$ cat src/rtl/systolic_array_feeder.sv
// Operand buffer and job sequencer for the systolic array: clear, feed, drain, stream, done.
// Optional cycle counter output perf_cycles_o when SYSTOLIC_FEEDER_PERF_EN is defined.
module systolic_array_feeder #(
    parameter int DATA_WIDTH   = 16,
    parameter int M_ROWS       = 5,
    parameter int N_COLS       = M_ROWS,
    parameter int K_DEPTH      = M_ROWS,
    parameter int DRAIN_CYCLES = M_ROWS + N_COLS
) (
    input  logic                         clk_i,
    input  logic                         rst_ni,
    input  logic                         wr_valid_i,
    output logic                         wr_ready_o,
    input  logic [M_ROWS*DATA_WIDTH-1:0] wr_a_i,
    input  logic [N_COLS*DATA_WIDTH-1:0] wr_b_i,
    input  logic                         start_i,
    output logic                         busy_o,
    output logic                         done_o,
    output logic [M_ROWS*DATA_WIDTH-1:0] array_a_o,
    output logic [N_COLS*DATA_WIDTH-1:0] array_b_o,
    output logic                         feed_a_valid_o,
    output logic                         feed_b_valid_o,
    output logic                         a_clr_o,
    output logic                         b_clr_o,
    output logic                         acc_clr_o,
    output logic                         stream_clr_o,
    output logic                         start_stream_o,
`ifdef SYSTOLIC_FEEDER_PERF_EN
    output logic [31:0]                  perf_cycles_o,
`endif
    input  logic                         stream_valid_i
);
    localparam int FILL_W  = $clog2(K_DEPTH + 1);
    localparam int ADDR_W  = (K_DEPTH > 1) ? $clog2(K_DEPTH) : 1;
    localparam int DRAIN_W = $clog2(DRAIN_CYCLES + 1);
    localparam int BEATS   = M_ROWS * N_COLS;
    localparam int BEAT_W  = $clog2(BEATS + 1);

    localparam logic [FILL_W-1:0]  K_MAX      = FILL_W'(K_DEPTH);
    localparam logic [DRAIN_W-1:0] DRAIN_LAST = DRAIN_W'(DRAIN_CYCLES - 1);
    localparam logic [BEAT_W-1:0]  BEAT_LAST  = BEAT_W'(BEATS - 1);

    typedef enum logic [2:0] {IDLE, CLEAR, FEED, DRAIN, STREAM, DONE} state_t;

    state_t              state, state_nxt;
    logic [FILL_W-1:0]   fill_cnt, job_len, feed_cnt;
    logic [DRAIN_W-1:0]  drain_cnt;
    logic [BEAT_W-1:0]   beat_cnt;
    logic                stream_seen;
    logic                wr_fire;

    logic [M_ROWS*DATA_WIDTH-1:0] mem_a [K_DEPTH];
    logic [N_COLS*DATA_WIDTH-1:0] mem_b [K_DEPTH];

    assign wr_ready_o = (state == IDLE) && (fill_cnt < K_MAX);
    assign wr_fire    = wr_valid_i && wr_ready_o;

    always_ff @(posedge clk_i) begin
        if (!rst_ni) state <= IDLE;
        else         state <= state_nxt;
    end

    always_comb begin
        state_nxt = state;
        case (state)
            IDLE:   if (start_i && (fill_cnt != '0)) state_nxt = CLEAR;
            CLEAR:  state_nxt = FEED;
            FEED:   if (feed_cnt == job_len - FILL_W'(1)) state_nxt = DRAIN;
            DRAIN:  if (drain_cnt == DRAIN_LAST) state_nxt = STREAM;
            STREAM: if (stream_valid_i && (beat_cnt == BEAT_LAST)) state_nxt = DONE;
            DONE:   state_nxt = IDLE;
            default: state_nxt = IDLE;
        endcase
    end

    // Counters; a write landing with start is folded into the job length.
    always_ff @(posedge clk_i) begin
        if (!rst_ni) begin
            fill_cnt    <= '0;
            job_len     <= '0;
            feed_cnt    <= '0;
            drain_cnt   <= '0;
            beat_cnt    <= '0;
            stream_seen <= 1'b0;
        end else begin
            if (wr_fire)              fill_cnt <= fill_cnt + FILL_W'(1);
            else if (state == DONE)   fill_cnt <= '0;
            if (state == IDLE) begin
                job_len  <= fill_cnt + FILL_W'(wr_fire);
                feed_cnt <= '0;
            end else if (state == FEED) begin
                feed_cnt <= feed_cnt + FILL_W'(1);
            end
            drain_cnt <= (state == DRAIN) ? drain_cnt + DRAIN_W'(1) : '0;
            if (state != STREAM)     beat_cnt <= '0;
            else if (stream_valid_i) beat_cnt <= beat_cnt + BEAT_W'(1);
            stream_seen <= (state == STREAM);
        end
    end

    always_ff @(posedge clk_i) begin
        if (wr_fire) begin
            mem_a[fill_cnt[ADDR_W-1:0]] <= wr_a_i;
            mem_b[fill_cnt[ADDR_W-1:0]] <= wr_b_i;
        end
    end

    // Output register stage: array-side strobes trail the state by one cycle.
    always_ff @(posedge clk_i) begin
        if (!rst_ni) begin
            busy_o         <= 1'b0;
            done_o         <= 1'b0;
            array_a_o      <= '0;
            array_b_o      <= '0;
            feed_a_valid_o <= 1'b0;
            feed_b_valid_o <= 1'b0;
            a_clr_o        <= 1'b0;
            b_clr_o        <= 1'b0;
            acc_clr_o      <= 1'b0;
            stream_clr_o   <= 1'b0;
            start_stream_o <= 1'b0;
        end else begin
            busy_o         <= (state_nxt != IDLE);
            done_o         <= (state == DONE);
            array_a_o      <= (state == FEED) ? mem_a[feed_cnt[ADDR_W-1:0]] : '0;
            array_b_o      <= (state == FEED) ? mem_b[feed_cnt[ADDR_W-1:0]] : '0;
            feed_a_valid_o <= (state == FEED);
            feed_b_valid_o <= (state == FEED);
            a_clr_o        <= (state == CLEAR);
            b_clr_o        <= (state == CLEAR);
            acc_clr_o      <= (state == CLEAR);
            stream_clr_o   <= (state == CLEAR);
            start_stream_o <= (state == STREAM) && !stream_seen;
        end
    end

`ifdef SYSTOLIC_FEEDER_PERF_EN
    always_ff @(posedge clk_i) begin
        if (!rst_ni)                                 perf_cycles_o <= '0;
        else if (state == CLEAR)                     perf_cycles_o <= 32'd1;
        else if (state != IDLE && perf_cycles_o != '1) perf_cycles_o <= perf_cycles_o + 32'd1;
    end
`endif

endmodule

$ cat config.mk
export PLATFORM = sky130hd
export DESIGN_NAME = systolic_array_feeder
export DESIGN_NICKNAME = d
export VERILOG_FILES = /design/src/rtl/systolic_array_feeder.sv
export SDC_FILE = /design/constraint.sdc
export NUM_CORES = 1
export LEC_CHECK = 0
export ABC_AREA = 1
export ABC_CLOCK_PERIOD_IN_PS = 37800
export BUFFER_PORTS_ARGS = -buffer_cell sky130_fd_sc_hd__buf_2
export CORE_MARGIN = 1.5
export CORE_UTILIZATION = 40
export DETAILED_ROUTE_END_ITERATION = 8
export PLACE_DENSITY = 0.56
export SKIP_LAST_GASP = 1
export SLEW_MARGIN = 30
export SYNTH_ARGS = -nofsm -noshare
export SYNTH_HDL_FRONTEND = slang
export SYNTH_SLANG_ARGS = --single-unit
$ cat constraint.sdc
create_clock -name clk_i -period 37.8 [get_ports clk_i]
set_input_delay 7.56 -clock clk_i [delete_from_list [all_inputs] [get_ports clk_i]]
set_output_delay 7.56 -clock clk_i [all_outputs]
set_load 0.02 [all_outputs]
==> run_results.csv <==
group,metric,value,unit
outcome,run_status,"finished, final reports clean",
final_layout,final_core_util,47.5,%
grt,track_usage,19.0,%
clock_tree,cts.repair.resized,0,
routing,antenna_left,0,
sta,fin_crit_sh,26.4,%
worst_hold_path,holdPathEnd,"start_stream_o",
synth,synth-xor-area-share,0.123,%
power_and_ir_drop,p_per_area,56.0,nW/um^2
sta,relSlewSlack,35.9,%
power_and_ir_drop,p_leak,16.8,nW
die,io_pins,335,
routing,drc_errors,0,
die,core,88400,sq um
setup_path,ff2ff_setup_slack,33.86,ns
place,dp_cells,4107,
setup_path,end_kind,"register",
place,dp.final_hpwl,48.7,mm
clock_tree,cts_buffer_depth,3,
sta,setup_tns,0,ns
synth,yosys_warnings,0,
clock_tree,root_buffer,"clkbuf_16",
setup_path,crit_arrival,10.26,ns
clock_tree,htreeDepth,3,
final_layout,layout_common_cells,"800 x edfxtp_1, 667 x nor2_1, 379 x o21ai_0, 334 x buf_2, 189 x inv_1",
final_layout,finalNonFillerCells,4314,
clock_tree,cts_buffers,104,
place,globalplace.congestion,0.789,
sta,worst_pin_slew,0.961,ns
clock_tree,clock-sinks,987,
die,rows,109,
flow_run,maxCapViolCount,0,
synth,yosys.area_share.simple,7.70,%
sta,postLayoutSetupSlackWorst,27.80,ns
grt,grt-ovfl-total,0,
sta,setup_viol,0,
die,die-area,91100,sq um
synth,synthAdderAreaFrac,0.385,%
clock_tree,cts_tree,"done",
setup_path,timing.rr.start,"state[0]",
grt,grt_pass1_wl,131,mm
setup_path,timing.rr.end,"mem_b[0][27]",
synth,muxShareOfSynthArea,0,%
place,dp_slack,27.09,ns
routing,drt-total-wl,88.1,mm
worst_hold_path,min_path_cells,1,
routing,viasPerCell,5.09,
die,fp.dieH,302,um
grt,grt_pass1_vias,21400,
setup_path,cp_max_fo,65,
routing,first_iter_violations,1672,
final_layout,areaGrowthSynthToFinish,17.6,%
setup_path,reg2regPathDepth,8,
synth,postSynthAreaPerCell,13.0,sq um
synth,ys_types,26,
synth,synth.yosys.seq_area_share,77.7,%
worst_hold_path,worstHoldStart,"stream_seen",
die,dieWidth,302,um
power_and_ir_drop,total_power,2.35,mW
sta,maxSlewViolCount,0,
final_layout,nNetsFinal,3225,
routing,dr_total_vias,22000,
final_layout,stdcell_area,42000,sq um
sta,fmax,0.100,GHz
synth,synth_top_family_by_area,"compound AO/OA/AOI/OAI gates",
clock_tree,clk_pin_slew,0.06,ns
sta,min_period,10.0,ns
setup_path,worst-setup-path-type,"input pin to register",
place,numPortBuffers,334,
setup_path,crit_start,"wr_valid_i",
grt,antenna_found_initial,32,
routing,wire_per_inst,20.4,um
setup_path,critPathLaunchType,"input pin",
place,dpl_cell_area,38400,sq um
die,initial_utilization,40.4,%
sta,rsz0062_at_grt,"false",
grt,grt_max_degree,169,
clock_tree,ctsHoldBuffers,0,
routing,drt_first_pass_iters,5,
final_layout,drive_gt1_share,17.3,%
power_and_ir_drop,ir_worst_vdd,0.0337,mV
clock_tree,insertion_delay,0.66,ns
sta,clock_skew,0.0290,ns
synth,netlist_instances,2745,
synth,ys_ff_latch,987,
synth,synth_compound_gate_area_share,9.85,%
clock_tree,post_cts_buffers,0,
worst_hold_path,min_path_type,"register to register",
sta,holdWs,0.389,ns
setup_path,cp.required,38.07,ns
sta,hold_violations,0,
final_layout,final_common_cell,"edfxtp_1",
synth,syn_area,35700,sq um
synth,mappedNetlistNets,2921,
critical path, stage by stage:
cell and delay (ns):
buf_2 0.11, nand3_2 0.20, nor3_2 0.17, buf_4 0.72, buf_4 0.68, buf_6 0.65
synthesized netlist by cell type:
library cell  instances  area share, %
a211oi_1              1          0.021
a21oi_1              12           0.17
buf_1                 7          0.074
buf_2                37           0.52
buf_4                 9           0.19
buf_6                12           0.38
clkbuf_1             99            1.0
dfxtp_1             187             10
edfxtp_1            800             67
ha_1                 11           0.39
inv_1               189            2.0
inv_2                 4          0.042
nand2_1              37           0.39
nand2_2               1          0.018
nand3_1               5          0.070
nand3_2               1          0.028
nand4_1               1          0.018
nor2_1              668            7.0
nor3_1                7          0.098
nor3_4                1          0.046
o21ai_0             379            5.3
o21ai_1             111            1.6
o22ai_1             160            2.8
or2_2                 1          0.018
xnor2_1               3          0.074
xor2_1                2          0.049
cells by family (layout without fill, tap and decap cells):
family,count (synthesis),in the layout
DFF,987,987
and+or+nand+nor,722,722
AOI/OAI and AO/OA,663,663
buffers and inverters,357,751
adders and majority gates,11,11
xor gates and xnor gates,5,5
other,0,10
flip-flops by register name, summed over array words and instances (netlist names), 4 cells and up:
| register | count |
|---|---|
| mem_a | 400 |
| mem_b | 400 |
| array_a_o | 80 |
| array_b_o | 80 |
| beat_cnt | 5 |
| drain_cnt | 4 |
area by class of cell:
class | instances | area (sq um)
Clock inverter | 50 | 478
Multi-Input combinational cell | 1401 | 6490
Tap cell | 1165 | 1460
Inverter | 193 | 744
Clock buffer | 146 | 3050
Timing Repair Buffer | 362 | 1970
Fill cell | 7786 | 46400
Sequential cell | 987 | 27800
Antenna cell | 10 | 25.0
worst max path at each step:
| stage | endpoint | slack [ns] | depth (start not counted) |
|---|---|---|---|
| finish | mem_b[0][27] | 27.80 | 6 |
| global route | mem_b[0][27] | 27.61 | 6 |
| CTS | mem_b[0][52] | 27.78 | 6 |
| detailed placement | mem_a[0][66] | 27.09 | 6 |
| global placement | mem_b[0][31] | 26.86 | 6 |
| floorplan | mem_a[2][0] | 18.43 | 2 |
metal layers:
metal	vias up	track usage (%)	share of wire, %
met5	-	0	0.16
met2	635	31.1	48
li1	10300	-	-
met4	22	5.92	2.3
met1	10900	25.4	42
met3	152	4.30	6.8
power breakdown:
group | internal, mW | switching [mW]
combinational | 0.0259 | 0.0688
sequential | 1.22 | 0.00982
clock | 0.618 | 0.410
Power figures use the tool's default switching activity.
